==> src/rtl/audio_pkg.sv <==
`default_nettype none
// +-----------------------------------------------------------------------------+
// | audio_pkg: shared types and constants for the audio channel envelope logic. |
// | Revision: 1.0                                                               |
// +-----------------------------------------------------------------------------+
package audio_pkg;

  localparam int ENV_LEVEL_W = 16;
  localparam logic [ENV_LEVEL_W-1:0] ENV_LEVEL_MAX = 16'hFF00;

  typedef enum logic [2:0] {
    ENV_IDLE    = 3'd0,
    ENV_ATTACK  = 3'd1,
    ENV_DECAY   = 3'd2,
    ENV_SUSTAIN = 3'd3,
    ENV_RELEASE = 3'd4
  } env_state_t;

endpackage : audio_pkg
`default_nettype wire

==> src/rtl/audio_tick_gen.sv <==
`default_nettype none
// +-----------------------------------------------------------------------------+
// | audio_tick_gen: free-running prescaler, one-cycle tick every DIV cycles.    |
// | Revision: 1.0                                                               |
// +-----------------------------------------------------------------------------+
module audio_tick_gen #(
  parameter int DIV = 256
) (
  input  logic clk_i,
  input  logic rstn_i,
  output logic tick_o
);

  localparam int c_cnt_w = (DIV > 1) ? $clog2(DIV) : 1;
  localparam logic [c_cnt_w-1:0] c_last = c_cnt_w'(DIV - 1);

  logic [c_cnt_w-1:0] r_count;

  always_ff @(posedge clk_i) begin
    if (!rstn_i) begin
      r_count <= '0;
    end else if (r_count == c_last) begin
      r_count <= '0;
    end else begin
      r_count <= r_count + 1'b1;
    end
  end

  assign tick_o = (r_count == c_last);

endmodule : audio_tick_gen
`default_nettype wire

==> src/rtl/audio_envelope.sv <==
`default_nettype none
// +-----------------------------------------------------------------------------+
// | audio_envelope: ADSR envelope generator producing an 8-bit channel volume.  |
// | Revision: 1.0                                                               |
// +-----------------------------------------------------------------------------+
module audio_envelope
  import audio_pkg::*;
#(
  parameter int TICK_DIV = 256
) (
  input  logic       clk_i,
  input  logic       rstn_i,
  input  logic       gate_i,
  input  logic [7:0] attack_i,
  input  logic [7:0] decay_i,
  input  logic [7:0] sustain_i,
  input  logic [7:0] release_i,
  output logic [7:0] volume_o,
  output logic       active_o,
  output logic [2:0] state_o
);

  env_state_t             r_state;
  env_state_t             w_next_state;
  logic [ENV_LEVEL_W-1:0] r_level;
  logic [ENV_LEVEL_W-1:0] w_next_level;
  logic                   r_gate;
  logic                   r_active;
  logic                   w_tick;
  logic                   w_rise;
  logic                   w_fall;
  logic [ENV_LEVEL_W-1:0] w_sus_t;
  logic [ENV_LEVEL_W:0]   w_att_sum;
  logic [ENV_LEVEL_W:0]   w_dec_diff;
  logic [ENV_LEVEL_W:0]   w_rel_diff;

  audio_tick_gen #(
    .DIV (TICK_DIV)
  ) u_tick_gen (
    .clk_i  (clk_i),
    .rstn_i (rstn_i),
    .tick_o (w_tick)
  );

  assign w_rise  = gate_i & ~r_gate;
  assign w_fall  = ~gate_i & r_gate;
  assign w_sus_t = {sustain_i, 8'h00};

  // 17-bit step arithmetic: bit 16 flags overflow (attack) or borrow (decay/release)
  assign w_att_sum  = {1'b0, r_level} + {9'h000, attack_i};
  assign w_dec_diff = {1'b0, r_level} - {9'h000, decay_i};
  assign w_rel_diff = {1'b0, r_level} - {9'h000, release_i};

  always_comb begin
    w_next_state = r_state;
    w_next_level = r_level;
    if (w_rise) begin
      w_next_state = ENV_ATTACK;
    end else if (w_fall && (r_state == ENV_ATTACK || r_state == ENV_DECAY ||
                            r_state == ENV_SUSTAIN)) begin
      w_next_state = ENV_RELEASE;
    end else begin
      case (r_state)
        ENV_ATTACK: begin
          if (attack_i == 8'h00) begin
            w_next_level = ENV_LEVEL_MAX;
            w_next_state = ENV_DECAY;
          end else if (w_tick) begin
            if (w_att_sum >= {1'b0, ENV_LEVEL_MAX}) begin
              w_next_level = ENV_LEVEL_MAX;
              w_next_state = ENV_DECAY;
            end else begin
              w_next_level = w_att_sum[ENV_LEVEL_W-1:0];
            end
          end
        end
        ENV_DECAY: begin
          if (r_level <= w_sus_t || decay_i == 8'h00) begin
            w_next_level = w_sus_t;
            w_next_state = ENV_SUSTAIN;
          end else if (w_tick) begin
            if (w_dec_diff[ENV_LEVEL_W] || w_dec_diff[ENV_LEVEL_W-1:0] < w_sus_t) begin
              w_next_level = w_sus_t;
            end else begin
              w_next_level = w_dec_diff[ENV_LEVEL_W-1:0];
            end
          end
        end
        ENV_SUSTAIN: begin
          w_next_level = w_sus_t;
        end
        ENV_RELEASE: begin
          if (release_i == 8'h00 || r_level == '0) begin
            w_next_level = '0;
            w_next_state = ENV_IDLE;
          end else if (w_tick) begin
            w_next_level = w_rel_diff[ENV_LEVEL_W] ? '0 : w_rel_diff[ENV_LEVEL_W-1:0];
          end
        end
        default: begin
          w_next_level = '0;
          w_next_state = ENV_IDLE;
        end
      endcase
    end
  end

  always_ff @(posedge clk_i) begin
    if (!rstn_i) begin
      r_state  <= ENV_IDLE;
      r_level  <= '0;
      r_gate   <= 1'b0;
      r_active <= 1'b0;
    end else begin
      r_state  <= w_next_state;
      r_level  <= w_next_level;
      r_gate   <= gate_i;
      r_active <= (w_next_state != ENV_IDLE);
    end
  end

  assign volume_o = r_level[ENV_LEVEL_W-1:8];
  assign active_o = r_active;
  assign state_o  = r_state;

endmodule : audio_envelope
`default_nettype wire

==> config.mk <==
export PLATFORM = sky130hd
export DESIGN_NAME = audio_envelope
export DESIGN_NICKNAME = d
export VERILOG_FILES = /design/src/rtl/audio_pkg.sv /design/src/rtl/audio_tick_gen.sv /design/src/rtl/audio_envelope.sv
export SDC_FILE = /design/constraint.sdc
export NUM_CORES = 1
export LEC_CHECK = 0
export ABC_AREA = 1
export BUFFER_PORTS_ARGS = -buffer_cell sky130_fd_sc_hd__clkbuf_2
export CAP_MARGIN = 20
export CORE_AREA = 8 8 92 94
export CTS_CLUSTER_DIAMETER = 30
export DETAILED_ROUTE_END_ITERATION = 7
export DIE_AREA = 0 0 100 102
export GPL_ROUTABILITY_DRIVEN = 0
export PLACE_DENSITY = 0.81
export SLEW_MARGIN = 20
export SYNTH_ARGS = -nofsm -noshare
export SYNTH_HDL_FRONTEND = slang
export SYNTH_SLANG_ARGS = --single-unit
==> constraint.sdc <==
create_clock -name clk_i -period 4.85 [get_ports clk_i]
set_input_delay 0.7275 -clock clk_i [delete_from_list [all_inputs] [get_ports clk_i]]
set_output_delay 0.7275 -clock clk_i [all_outputs]
set_load 0.1 [all_outputs]
== Word-level counts from Yosys, hierarchy flattened ==
Index checks and enable logic that the tools add are counted.
Widths: inputs -> output; s select.

* Add/subtract/negate cells: 4
* Multiply operators: 0
* Divide/modulo/power cells: 0
* Order comparisons: 3
* Equal/unequal tests: 8
* Shift operators: 0
* Multiplexer cells: 18
* Bitwise gates (word level): 7
* Reduce and logical (&&, ||, !) cells: 13

{| class="wikitable"
|+ Operator list
! cell !! number
|-
| $mux 16 || 9
|-
| $pmux 16 s4 || 1
|-
| $sub 16x8->17 || 2
|-
| $logic_not 8->1 || 3
|-
| $mux 3 || 7
|-
| $add 16x8->17 || 1
|-
| $ge 17x16->1 const B || 1
|-
| $le 16x16->1 || 1
|-
| $logic_not 16->1 || 1
|-
| $lt 16x16->1 || 1
|-
| $pmux 3 s4 || 1
|-
| $add 8x1->8 const B || 1
|-
| $eq 8x8->1 const B || 1
|-
| $eq 3x2->1 const B || 2
|-
| $ne 3x1->1 const B || 2
|-
| $logic_or 1x1->1 || 5
|-
| $not 1->1 || 5
|-
| $reduce_and 5->1 || 1
|-
| $eq 3x1->1 const B || 1
|-
| $eq 3x3->1 const B || 1
|-
| $ne 3x2->1 const B || 1
|-
| $reduce_bool 3->1 || 1
|-
| $and 1x1->1 || 2
|-
| $reduce_or 2->1 || 1
|-
| $logic_and 1x1->1 || 1
|}

* Register bits: 29
* Latch bits: 0
* Bits in writable memories: 0
* Bits in read-only memories: 0
* Input bits: 35
* Output and inout bits: 12
* Logic and storage cells: 58
* Memories kept: 0

== Depth between registers and ports, before layout ==
* Depth after elaboration: 9
* Gate-level depth with buffers: 24
* Mapped depth without buffers: 24

== Cells and area by module ==
Synthesis repeated with hierarchy kept, for this count alone.

* Cells, all modules: 716
* Area total of the unflattened synthesis: 4324.1 µm²

{| class="wikitable"
|+ By module, submodules not included
! module !! times used !! cells an instance !! area each (µm²) !! seq. area each (µm²)
|-
| audio_envelope || 1 || 662 || 3946.3 || 420.4
|-
| audio_tick_gen || 1 || 54 || 377.9 || 160.2
|}

== Least setup slack after synthesis ==
No wires, ideal clock.

* Path kind: input to register
* From: input port decay_i[2]
* To: register r_level[10]
* Library setup time: 0.132 ns
* Data arrival time: 3.285 ns
* Data required time: 4.718 ns
* Path slack: 1.432 ns
* Stages on the path: 22
* Buffers on the path: 0
* Path through: inv_1 > ha_1 > inv_1 > nor3_1 > a21oi_1 > o21ai_0 > nand2_1 > nand2_1 > nand2_1 > nand2_1 > inv_1 > ha_1 > nand2_1 > nor2_1 > a211oi_1 > nand2_4 > nand2_4 > nand2_1 > nand3_1 > nand2_1 > nand2_1 > a21oi_1

* Word-level cells in the longest chain between the ends: 7
* Elaborated cells on any way between the ends: 11
* Those cells by class: add/sub (1); order compare (1); eq/ne (1); mux (4); reduce/logical (4)

{| class="wikitable"
|+ Ends and longest elaborated chain
! what !! line !! text
|-
| start: declaration || audio_envelope.sv:15 || <nowiki>input logic [7:0] decay_i,</nowiki>
|-
| $sub 16x8->17 || audio_envelope.sv:51 || <nowiki>assign w_dec_diff = {1'b0, r_level} - {9'h000, decay_i};</nowiki>
|-
| $lt 16x16->1 || audio_envelope.sv:82 || <nowiki>if (w_dec_diff[ENV_LEVEL_W] || w_dec_diff[ENV_LEVEL_W-1:0] < w_sus_t) begin</nowiki>
|-
| $logic_or 1x1->1 || audio_envelope.sv:82 ||
|-
| $mux 16 || audio_envelope.sv:82 ||
|-
| $mux 16 || audio_envelope.sv:81 || <nowiki>end else if (w_tick) begin</nowiki>
|-
| $mux 16 || audio_envelope.sv:78 || <nowiki>if (r_level <= w_sus_t || decay_i == 8'h00) begin</nowiki>
|-
| $pmux 16 s4 || audio_envelope.sv:63 || <nowiki>case (r_state)</nowiki>
|-
| end signal: assignment || audio_envelope.sv:116 || <nowiki>r_level <= w_next_level;</nowiki>
|-
| end: declaration || audio_envelope.sv:25 || <nowiki>logic [ENV_LEVEL_W-1:0] r_level;</nowiki>
|}

Several ways; a longest one is shown, not always the timed one. The select of a mux whose other input is x is not followed.
A chain may end at the register's enable or synchronous reset.

== Worst setup path after layout ==
* From: input port decay_i[2]
* To: register r_level[11]

Same word-level chain as after synthesis.

==> impl_metrics.tcl <==
set metrics [dict create \
    cts_root_buffer "clkbuf_8" \
    critical_path_class "input pin to flip-flop" \
    hold_depth 1 \
    synth_warnings 0 \
    syn_inst 703 \
    area_growth_pct 7.69 \
    cp-start-kind "input pin" \
    fp.dieW_um 100 \
    maxCapViolCount 0 \
    synth_area_um2 4130 \
    final_layout_size_suffix_gt1_frac 0.126 \
    fin_tns_setup_ps 0 \
    syn_avg_cell_area_um2 5.88 \
    power.static_leakage_nw 2.44 \
    finalHoldViolations 0 \
    min_path_type "flip-flop to flip-flop" \
    tightest_slew_ps 641 \
    cts_setup_buffers 0 \
    coreArea_um2 7060 \
    start_util 0.585 \
    synth_edf_count 0 \
    required_ps 5020 \
    final_common_cell "nand2_1" \
    power_density_nw_per_um2 153 \
    fp.dieH_um 102 \
    place_ws_ps 915 \
    timing.slew.headroom 0.568 \
    syn-num-nets 781 \
    switchingPower_mw 0.260 \
    crit_fanout 10 \
    fin_ws_ps 1080 \
    drt_iter0_markers 289 \
    clkPwrFrac 0.299 \
    hpwl_um 9680 \
    row_count 31 \
    num_vias 4693 \
    overflow 0 \
    placed_area_um2 4370 \
    wl_per_cell_um 14.3 \
    cts_resized 0 \
    setup_viol 0 \
    crit_top_cell "nand2_1" \
    drc 0 \
    async_reset_ff_frac 0 \
    cts_buffers 5 \
    cp_cell_sequence "clkbuf_2 -> inv_1 -> ha_1 -> inv_1 -> nor3_1 -> a21oi_1 -> o21ai_0 -> nand2_1 -> nand2_1 -> nand2_1 -> nand2_1 -> inv_1 -> ha_1 -> nand2_1 -> nor2_1 -> a211oi_1 -> nand2_4 -> nand2_4 -> nand2_1 -> nand3_1 -> nand2_1 -> nand2_1 -> a21oi_1" \
    mostFrequentLayoutCells "nand2_1, inv_1, nor2_1" \
    ant_nets 0 \
    h-tree-depth 2 \
    rr_worst_depth 21 \
    rsz0062_at_grt "no" \
    yosysUniqueCellTypes 45 \
    wl_met2_um 5660 \
    grt.total_usage 0.243 \
    fillers 707 \
    final_area_um2 4450 \
    grt_pass1_vias 4484 \
    drv_slew 0 \
    critPathArrivalTime_ps 3940 \
    clockBufferDepth 2 \
    crit_path_max_incr_delay_ps 370 \
    pin_count 47 \
    min_period_ps 3770 \
    met3_length_um 918 \
    ys_seq_elements 29 \
    grt_start_max_net_pins 20 \
    dieArea_um2 10200 \
    crit_path_top_delay_cell "o21ai_0" \
    seq_power_share 0.373 \
    wl_met1_um 4890 \
    antenna_found_initial 0 \
    stdcell_count 839 \
    cts_tree "built" \
    p_int_mw 0.420 \
    ys_seq_area_frac 0.141 \
    vias_per_cell 5.59 \
    dp_cells 831 \
    clk_latency_ps 300 \
    status "completed" \
    antenna_cells 0 \
    multi_input_area_um2 2990 \
    dr.pass1.iters 5 \
    cts_hold_buf 0 \
    fmax_ghz 0.265 \
    top_layer "met4" \
    min_period_over_period 0.778 \
    numPortBuffers 46 \
    synth-main-ff-cell "dfxtp_1" \
    cts.clk_slew.worst_paths_ps 70 \
    numClockSinks 29 \
    layout.nets 817 \
    routed_wl_um 12000 \
    register_area_um2 581 \
    vdd_drop_max_uv 133 \
    grt_pass1_wl_um 19900 \
    clock-skew-final_ps 7.65 \
    p_comb_frac 0.328 \
    switching_share 0.382 \
    finish.utilization 0.630 \
    end_kind "flip-flop" \
]
-- final timing paths --
| kind | from | slack [ps] | to |
|---|---|---|---|
| setup / recovery | decay_i[2] | 1080 | r_level[11] |
| setup reg to reg | r_level[2] | 1180 | r_level[11] |
| hold / removal | u_tick_gen.r_count[0] | 450 | u_tick_gen.r_count[0] |
| hold reg to reg | u_tick_gen.r_count[0] | 450 | u_tick_gen.r_count[0] |
-- cells in the mapped netlist (7+ instances only) --
master / n / area share
nand2_1: 199 / 0.18
buf_4: 8 / 0.015
nor3_1: 11 / 0.013
nand3_1: 58 / 0.070
nor2_1: 64 / 0.058
nand4_1: 7 / 0.011
nand2_2: 7 / 0.011
dfxtp_1: 29 / 0.14
inv_2: 8 / 0.0073
ha_1: 40 / 0.12
o21ai_0: 28 / 0.034
a21oi_1: 50 / 0.061
inv_1: 105 / 0.095
xor2_1: 15 / 0.032
-- stage by stage --
step / total power [mW] / hold WS (ps)
2_1_floorplan: 0.420 / 418
3_3_place_gp: 0.470 / 429
3_5_place_dp: 0.477 / 455
4_1_cts: 0.677 / 464
5_1_grt: 0.723 / 484
6_report: 0.680 / 453
-- power by group through the flow --
| stage | clock network (mW) | logic (mW) | registers, mW |
|---|---|---|---|
| 3_3_place_gp | 0 | 0.212 | 0.258 |
| 6_report | 0.203 | 0.223 | 0.253 |
| 2_1_floorplan | 0 | 0.154 | 0.267 |
| 3_5_place_dp | 0 | 0.218 | 0.259 |
| 4_1_cts | 0.204 | 0.220 | 0.253 |
| 5_1_grt | 0.216 | 0.252 | 0.254 |
-- cell families after synthesis --
logic type      after synthesis  synth area share
fa+ha+maj                    43             0.136
xor+xnor                     17            0.0360
simple gates                383             0.425
flops                        29             0.141
buf+inv                     134             0.137
compound gates               97             0.127
-- metal layers --
layer	vias to the layer above	track usage
li1	2335	-
met1	2099	0.276
met2	206	0.422
met3	53	0.0429
met4	0	0.135
met5	-	0
-- sequential cells by signal (all words and copies together), names as in the netlist --
name                cells
state_o                 3
active_o                1
r_level                16
u_tick_gen.r_count      8
r_gate                  1
-- critical path: cells and delay by family --
family          cells  cell delay, ps
compound gates      4             910
fa+ha+maj           2             640
buf+inv             4             240
simple gates       13            1410
-- area by class of cell --
type                    count  area share
well taps                  99      0.0278
multi-input cells         540       0.671
inverters                 116      0.0984
clock buffers               6      0.0163
repair buffers             47      0.0534
flip-flops and latches     29       0.130
clock inverters             2     0.00225
No activity file was read; power rests on OpenSTA's default activity.
